==> src/rtl/cond_pkg.sv <==
// Shared types and constants for the conditional-execution unit.
// Optional feature macro: COND_IT_BLOCK_EN (predicated IT blocks).
package cond_pkg;

    typedef enum logic [3:0] {
        EQ = 4'b0000, NE = 4'b0001, CS = 4'b0010, CC = 4'b0011,
        MI = 4'b0100, PL = 4'b0101, VS = 4'b0110, VC = 4'b0111,
        HI = 4'b1000, LS = 4'b1001, GE = 4'b1010, LT = 4'b1011,
        GT = 4'b1100, LE = 4'b1101, AL = 4'b1110, NV = 4'b1111
    } cond_e;

    // Bit positions inside a {N,Z,C,V} flag nibble
    localparam int unsigned N_IDX = 3;
    localparam int unsigned Z_IDX = 2;
    localparam int unsigned C_IDX = 1;
    localparam int unsigned V_IDX = 0;

    // flag_w bit that enables each flag group
    localparam int unsigned GRP_NZ = 1;
    localparam int unsigned GRP_CV = 0;

    typedef enum logic {
        IDLE = 1'b0,
        EXEC = 1'b1
    } state_e;

endpackage

==> src/rtl/cond_check.sv <==
// Pure combinational ARM condition-code evaluation on {N,Z,C,V}.
module cond_check (
    input  logic [3:0] cond_i,
    input  logic [3:0] flags_i,
    output logic       pass_o
);
    import cond_pkg::*;

    logic n, z, c, v;

    assign n = flags_i[N_IDX];
    assign z = flags_i[Z_IDX];
    assign c = flags_i[C_IDX];
    assign v = flags_i[V_IDX];

    // Decode the condition field against the supplied flags
    always_comb begin
        pass_o = 1'b1;
        case (cond_e'(cond_i))
            EQ: pass_o = z;
            NE: pass_o = ~z;
            CS: pass_o = c;
            CC: pass_o = ~c;
            MI: pass_o = n;
            PL: pass_o = ~n;
            VS: pass_o = v;
            VC: pass_o = ~v;
            HI: pass_o = c & ~z;
            LS: pass_o = ~c | z;
            GE: pass_o = (n == v);
            LT: pass_o = (n != v);
            GT: pass_o = ~z & (n == v);
            LE: pass_o = z | (n != v);
            default: pass_o = 1'b1;
        endcase
    end

endmodule

==> src/rtl/cond_exec_unit.sv <==
// Conditional-execution unit for the multicycle datapath: banked NZCV flags,
// per-instruction latched condition, gated write strobes, annul counter.
// Optional feature macro: COND_IT_BLOCK_EN (predicated IT blocks).
module cond_exec_unit #(
    parameter int unsigned N_CTX  = 2,
    parameter int unsigned CNT_W  = 16,
    parameter int unsigned MAX_IT = 4
) (
    input  logic                                     clk,
    input  logic                                     reset,
    input  logic                                     instr_valid,
    input  logic                                     instr_done,
    input  logic [3:0]                               cond,
    input  logic [((N_CTX > 1) ? $clog2(N_CTX) : 1)-1:0] ctx_sel,
    input  logic [3:0]                               alu_flags,
    input  logic [1:0]                               flag_w,
    input  logic                                     pcs,
    input  logic                                     reg_w,
    input  logic                                     mem_w,
    input  logic                                     no_write,
    input  logic                                     it_start,
    input  logic [$clog2(MAX_IT):0]                  it_len,
    input  logic [3:0]                               it_cond,
    output logic                                     pc_src,
    output logic                                     reg_write,
    output logic                                     mem_write,
    output logic                                     cond_ex,
    output logic [3:0]                               flags_q,
    output logic                                     busy,
    output logic [CNT_W-1:0]                         annul_cnt,
    output logic                                     it_active
);
    import cond_pkg::*;

    localparam int unsigned IT_W = $clog2(MAX_IT) + 1;

    state_e           state_q, state_d;
    logic [3:0]       bank_q [N_CTX];
    logic [3:0]       bank_d [N_CTX];
    logic             cond_ex_q, cond_ex_d;
    logic [CNT_W-1:0] annul_q, annul_d;
    logic [3:0]       bank_flags;
    logic [3:0]       eval_flags;
    logic [3:0]       eff_cond;
    logic             eval_pass;
    logic             active;

    assign bank_flags = bank_q[ctx_sel];
    assign flags_q    = bank_flags;
    assign busy       = (state_q == EXEC);
    assign active     = busy | instr_valid;
    assign annul_cnt  = annul_q;

    // Bypass keys off the raw flag_w request rather than the gated write,
    // since the gate itself depends on this evaluation.
    assign eval_flags = {flag_w[GRP_NZ] ? alu_flags[3:2] : bank_flags[3:2],
                         flag_w[GRP_CV] ? alu_flags[1:0] : bank_flags[1:0]};

    cond_check u_cond_check (
        .cond_i  (eff_cond),
        .flags_i (eval_flags),
        .pass_o  (eval_pass)
    );

    assign cond_ex   = instr_valid ? eval_pass : (busy ? cond_ex_q : 1'b0);
    assign reg_write = active & reg_w & cond_ex & ~no_write;
    assign mem_write = active & mem_w & cond_ex;
    assign pc_src    = active & pcs & cond_ex;

`ifdef COND_IT_BLOCK_EN
    logic [IT_W-1:0] it_cnt_q, it_cnt_d;
    logic [3:0]      it_cond_q, it_cond_d;

    assign it_active = (it_cnt_q != '0);
    assign eff_cond  = it_active ? it_cond_q : cond;

    // IT counter: a fresh it_start wins over the decrement of the current slot
    always_comb begin
        it_cnt_d  = it_cnt_q;
        it_cond_d = it_cond_q;
        if (instr_valid && it_active) begin
            it_cnt_d = it_cnt_q - IT_W'(1);
        end
        if (it_start) begin
            it_cond_d = it_cond;
            if (it_len == '0) begin
                it_cnt_d = IT_W'(1);
            end else if (it_len > IT_W'(MAX_IT)) begin
                it_cnt_d = IT_W'(MAX_IT);
            end else begin
                it_cnt_d = it_len;
            end
        end
    end

    // IT block state registers
    always_ff @(posedge clk or negedge reset) begin
        if (!reset) begin
            it_cnt_q  <= '0;
            it_cond_q <= '0;
        end else begin
            it_cnt_q  <= it_cnt_d;
            it_cond_q <= it_cond_d;
        end
    end
`else
    logic unused_it;

    assign unused_it = ^{it_start, it_len, it_cond};
    assign it_active = 1'b0;
    assign eff_cond  = cond;
`endif

    // Next state, latched condition, flag bank update and annul counter
    always_comb begin
        state_d   = state_q;
        cond_ex_d = cond_ex_q;
        annul_d   = annul_q;
        bank_d    = bank_q;
        case (state_q)
            IDLE: if (instr_valid) state_d = EXEC;
            EXEC: if (!instr_valid && instr_done) state_d = IDLE;
            default: state_d = IDLE;
        endcase
        if (instr_valid) begin
            cond_ex_d = eval_pass;
            if (!eval_pass && (annul_q != '1)) begin
                annul_d = annul_q + CNT_W'(1);
            end
        end
        if (active && cond_ex) begin
            if (flag_w[GRP_NZ]) begin
                bank_d[ctx_sel][N_IDX] = alu_flags[N_IDX];
                bank_d[ctx_sel][Z_IDX] = alu_flags[Z_IDX];
            end
            if (flag_w[GRP_CV]) begin
                bank_d[ctx_sel][C_IDX] = alu_flags[C_IDX];
                bank_d[ctx_sel][V_IDX] = alu_flags[V_IDX];
            end
        end
    end

    // State, condition, counter and flag bank registers
    always_ff @(posedge clk or negedge reset) begin
        if (!reset) begin
            state_q   <= IDLE;
            cond_ex_q <= 1'b0;
            annul_q   <= '0;
            for (int unsigned i = 0; i < N_CTX; i++) begin
                bank_q[i] <= '0;
            end
        end else begin
            state_q   <= state_d;
            cond_ex_q <= cond_ex_d;
            annul_q   <= annul_d;
            bank_q    <= bank_d;
        end
    end

endmodule
==> config.mk <==
export PLATFORM = sky130hd
export DESIGN_NAME = cond_exec_unit
export DESIGN_NICKNAME = d
export VERILOG_FILES = /design/src/rtl/cond_pkg.sv /design/src/rtl/cond_check.sv /design/src/rtl/cond_exec_unit.sv
export SDC_FILE = /design/constraint.sdc
export NUM_CORES = 1
export LEC_CHECK = 0
export ABC_CLOCK_PERIOD_IN_PS = 4100
export CORE_UTILIZATION = 47
export DETAILED_ROUTE_END_ITERATION = 12
export PLACE_DENSITY = 0.85
export SYNTH_ARGS = -nofsm -noshare
export SYNTH_HDL_FRONTEND = slang
export SYNTH_SLANG_ARGS = --single-unit
==> constraint.sdc <==
create_clock -name clk -period 4.1 [get_ports clk]
set_input_delay 0.41 -clock clk [delete_from_list [all_inputs] [get_ports clk]]
set_output_delay 0.41 -clock clk [all_outputs]
set_load 0.005 [all_outputs]
==> results_dict.tcl <==
set metrics [dict create \
    wire_length_on_met3_um 165 \
    routed-via-count 1306 \
    leakage_nw 0.859 \
    fin_hold_ws_ps 513 \
    remaining_drc_errors 0 \
    yosys-top-cells-area "sky130_fd_sc_hd__dfrtp_1 (41%), sky130_fd_sc_hd__xnor2_1 (6.6%), sky130_fd_sc_hd__mux2_2 (5.0%)" \
    synth_top_flop_cell "sky130_fd_sc_hd__dfrtp_1" \
    yosys_register_bits 26 \
    synthTopCellsByCount "sky130_fd_sc_hd__dfrtp_1 (26), sky130_fd_sc_hd__nand3_1 (14), sky130_fd_sc_hd__xnor2_1 (12)" \
    synth_edf_count 0 \
    portBuffers 43 \
    root_buffer "sky130_fd_sc_hd__clkbuf_4" \
    route.top_layer_used "met4" \
    dp_hpwl_um 2930 \
    comb_power_share_pct 38.8 \
    cts-hold-fix-buffers 0 \
    place.gp.congestion 0.753 \
    finalSetupViolations 0 \
    critical_path_class "in2out" \
    final-hold-violation-count 0 \
    detail_route.iter0.violations 54 \
    worstReg2RegStart "bank_q[3]" \
    detail_route.wirelength_um 3850 \
    insertedDiodeCount 0 \
    synth.largest_area_cell "sky130_fd_sc_hd__dfrtp_1" \
    clkLatencyLatePin_ps 330 \
    die_area_um2 3610 \
    cts_inserted_buffers 3 \
    dieHeight_um 60.1 \
    synth_top_area_share_pct 41.1 \
    io_pins 53 \
    initial_utilization_pct 50.6 \
    vias_in_the_first_global_route 1357 \
    grt_overflow_total 0 \
    largest_net_degree_at_the_start_of_global_routing 27 \
    power.share.sequential_pct 44.8 \
    switching_power_mw 0.257 \
    global_route_wire_length_before_repair_um 6230 \
    post_cts_resized 0 \
    timing.critical_path.required_ps 3690 \
    worstHoldPathType "reg2reg" \
    avgRoutedWirePerCell_um 17.0 \
    syn-instance-count 138 \
    totalNegativeSetupSlack_ps 0 \
    netSwitchingFraction_pct 31.6 \
    syn-num-nets 166 \
    core-area_um2 3130 \
    layout-drive-gt1-share_pct 12.1 \
    whs_endpoint "bank_q[7]" \
    fmax_mhz 253 \
    route.met2.wl_um 2090 \
    final_setup_skew_ps 5.21 \
    slew_headroom_pct 23.0 \
    worst_hold_startpoint "bank_q[7]" \
    tritoncts_clock_tree "built" \
    fraction_of_synthesis_flops_using_an_asynchronous_set_or_reset_pin_pct 100 \
    internal_power_mw 0.555 \
    period_needed_ps 3950 \
    netlist-cell-type-count 47 \
    clock_tree.htree_level_count 1 \
    detail_route.vias_per_cell 5.78 \
    post_synth.cell_area_avg_um2 11.5 \
    min_delay_path_depth 1 \
    route.antenna.remaining_nets 0 \
    final_util_pct 66.5 \
    worst-r2r-setup-slack_ps 1120 \
    tritoncts_num_sinks 26 \
    max_cap_viol_count 0 \
    critical_path_arrival_ps 3540 \
    yosysWarningCount 0 \
    outcome "completed" \
    grt_setup_unrepaired "no" \
    vdd_ir_max_mv 0.217 \
    yosys.cell_count.top_type "sky130_fd_sc_hd__dfrtp_1" \
    grt_antenna_before_repair 0 \
    critical_path_peak_fanout 7 \
    syn_area_um2 1580 \
    synth.yosys.seq_area_share_pct 41.1 \
    final_max_slew_violation_count 0 \
    min_period_over_period_pct 96.3 \
    worstReg2RegEnd "bank_q[3]" \
    met1_length_um 1530 \
    power_share_of_the_clock_group_pct 16.4 \
    maximum_clock_insertion_buffer_count 2 \
    clkSlewWorstSetupHoldPaths_ps 140 \
    area_growth_synth_to_finish_pct 31.3 \
    ff2ff_path_depth 8 \
    post_cts_buffers 0 \
    power.density_cell_area_nw_per_um2 390 \
    overall_fraction_of_global_route_tracks_in_use_pct 23.7 \
    drt_pass1_iterations 4 \
    die_width_um 60.1 \
    worstSetupEndpointType "output port" \
    setup.worst_path.start_class "primary input" \
    worst-slew-pin-transition_ps 1150 \
    std_cell_rows 20 \
    total_power_mw 0.811 \
    layout.nets 211 \
    worstSetupStartpoint "ctx_sel" \
]
logic make-up (layout without fill, tap and decap cells):
logic type,after synthesis,count (layout),share of synthesized area (%)
other cells,1,1,0.237
buf+inv,8,52,3.32
compound gates,13,13,6.08
xor+xnor,15,15,9.24
simple gates,57,57,24.6
flops,26,26,41.1
fa+ha+maj,1,1,0.790
mux,17,17,14.6
flip-flops by register name (all words and copies together) (netlist names):
name / count
cond_ex_q: 1
busy: 1
bank_q: 8
annul_cnt: 16
routing by layer:
metal	global-route usage (%)	up-vias
met5	0	-
met4	9.97	0
met3	3.25	10
met2	44.0	49
met1	26.8	647
li1	-	600
power by group through the flow:
stage,logic [mW],registers (mW),clock network [mW]
2_1_floorplan,0.164,0.356,0
3_3_place_gp,0.298,0.359,0
3_5_place_dp,0.314,0.366,0
4_1_cts,0.317,0.362,0.133
5_1_grt,0.339,0.370,0.143
6_report,0.315,0.363,0.133
metrics by stage:
| step | cells | area, um^2 | setup slack, ps |
|---|---|---|---|
| finish | 226 | 2080 | 153 |
| floorplan | 138 | 1580 | 1260 |
| CTS | 226 | 2080 | 124 |
| global route | 226 | 2080 | 4.16 |
| detailed placement | 222 | 2040 | 128 |
| global placement | 222 | 2040 | 193 |
worst max-delay path: stages:
cell and delay, ps:
sky130_fd_sc_hd__clkdlybuf4s50_1 750, sky130_fd_sc_hd__mux2_4 360, sky130_fd_sc_hd__mux4_2 490, sky130_fd_sc_hd__nor4b_1 170, sky130_fd_sc_hd__nor4b_2 400, sky130_fd_sc_hd__o31a_1 250
sky130_fd_sc_hd__nor2b_1 90, sky130_fd_sc_hd__and2_1 150, sky130_fd_sc_hd__clkdlybuf4s50_1 450
cells in the final DEF, fill, tap and decap left out, types with 2 or more instances in the layout:
cell type / synthesis / routed
sky130_fd_sc_hd__and3_1: 3 / 3
sky130_fd_sc_hd__inv_1: 3 / 3
sky130_fd_sc_hd__nand2_1: 7 / 7
sky130_fd_sc_hd__nor2b_1: 5 / 5
sky130_fd_sc_hd__nor3_1: 4 / 4
sky130_fd_sc_hd__and2_1: 2 / 2
sky130_fd_sc_hd__xor2_1: 2 / 2
sky130_fd_sc_hd__buf_4: 2 / 2
sky130_fd_sc_hd__nor2_1: 4 / 4
sky130_fd_sc_hd__mux2_4: 4 / 4
sky130_fd_sc_hd__mux2_1: 3 / 3
sky130_fd_sc_hd__dfrtp_1: 26 / 26
sky130_fd_sc_hd__a21o_1: 3 / 3
sky130_fd_sc_hd__xnor2_1: 12 / 12
sky130_fd_sc_hd__clkdlybuf4s50_1: 0 / 43
sky130_fd_sc_hd__nor4b_1: 3 / 3
sky130_fd_sc_hd__mux2_2: 7 / 7
sky130_fd_sc_hd__nand3_1: 14 / 14
sky130_fd_sc_hd__o21ai_0: 2 / 2
sky130_fd_sc_hd__nand4_1: 3 / 3
sky130_fd_sc_hd__clkbuf_4: 0 / 3
layout make-up:
class	count	area (um^2)
Fill cell	255	1050
Multi-Input combinational cell	104	881
Sequential cell	26	651
Timing Repair Buffer	45	445
Tap cell	44	55.1
Clock buffer	4	36.3
Inverter	3	11.3
how the worst max path moves through the flow:
| stage | slack, ps | cells past startpoint | endpoint |
|---|---|---|---|
| after floorplan | 1260 | 9 | reg_write |
| after global routing | 4 | 9 | reg_write |
| after detailed placement | 130 | 9 | reg_write |
| after global placement | 190 | 9 | reg_write |
| final | 150 | 9 | mem_write |
| after CTS | 120 | 9 | reg_write |
(Power assumes the default switching activity.)
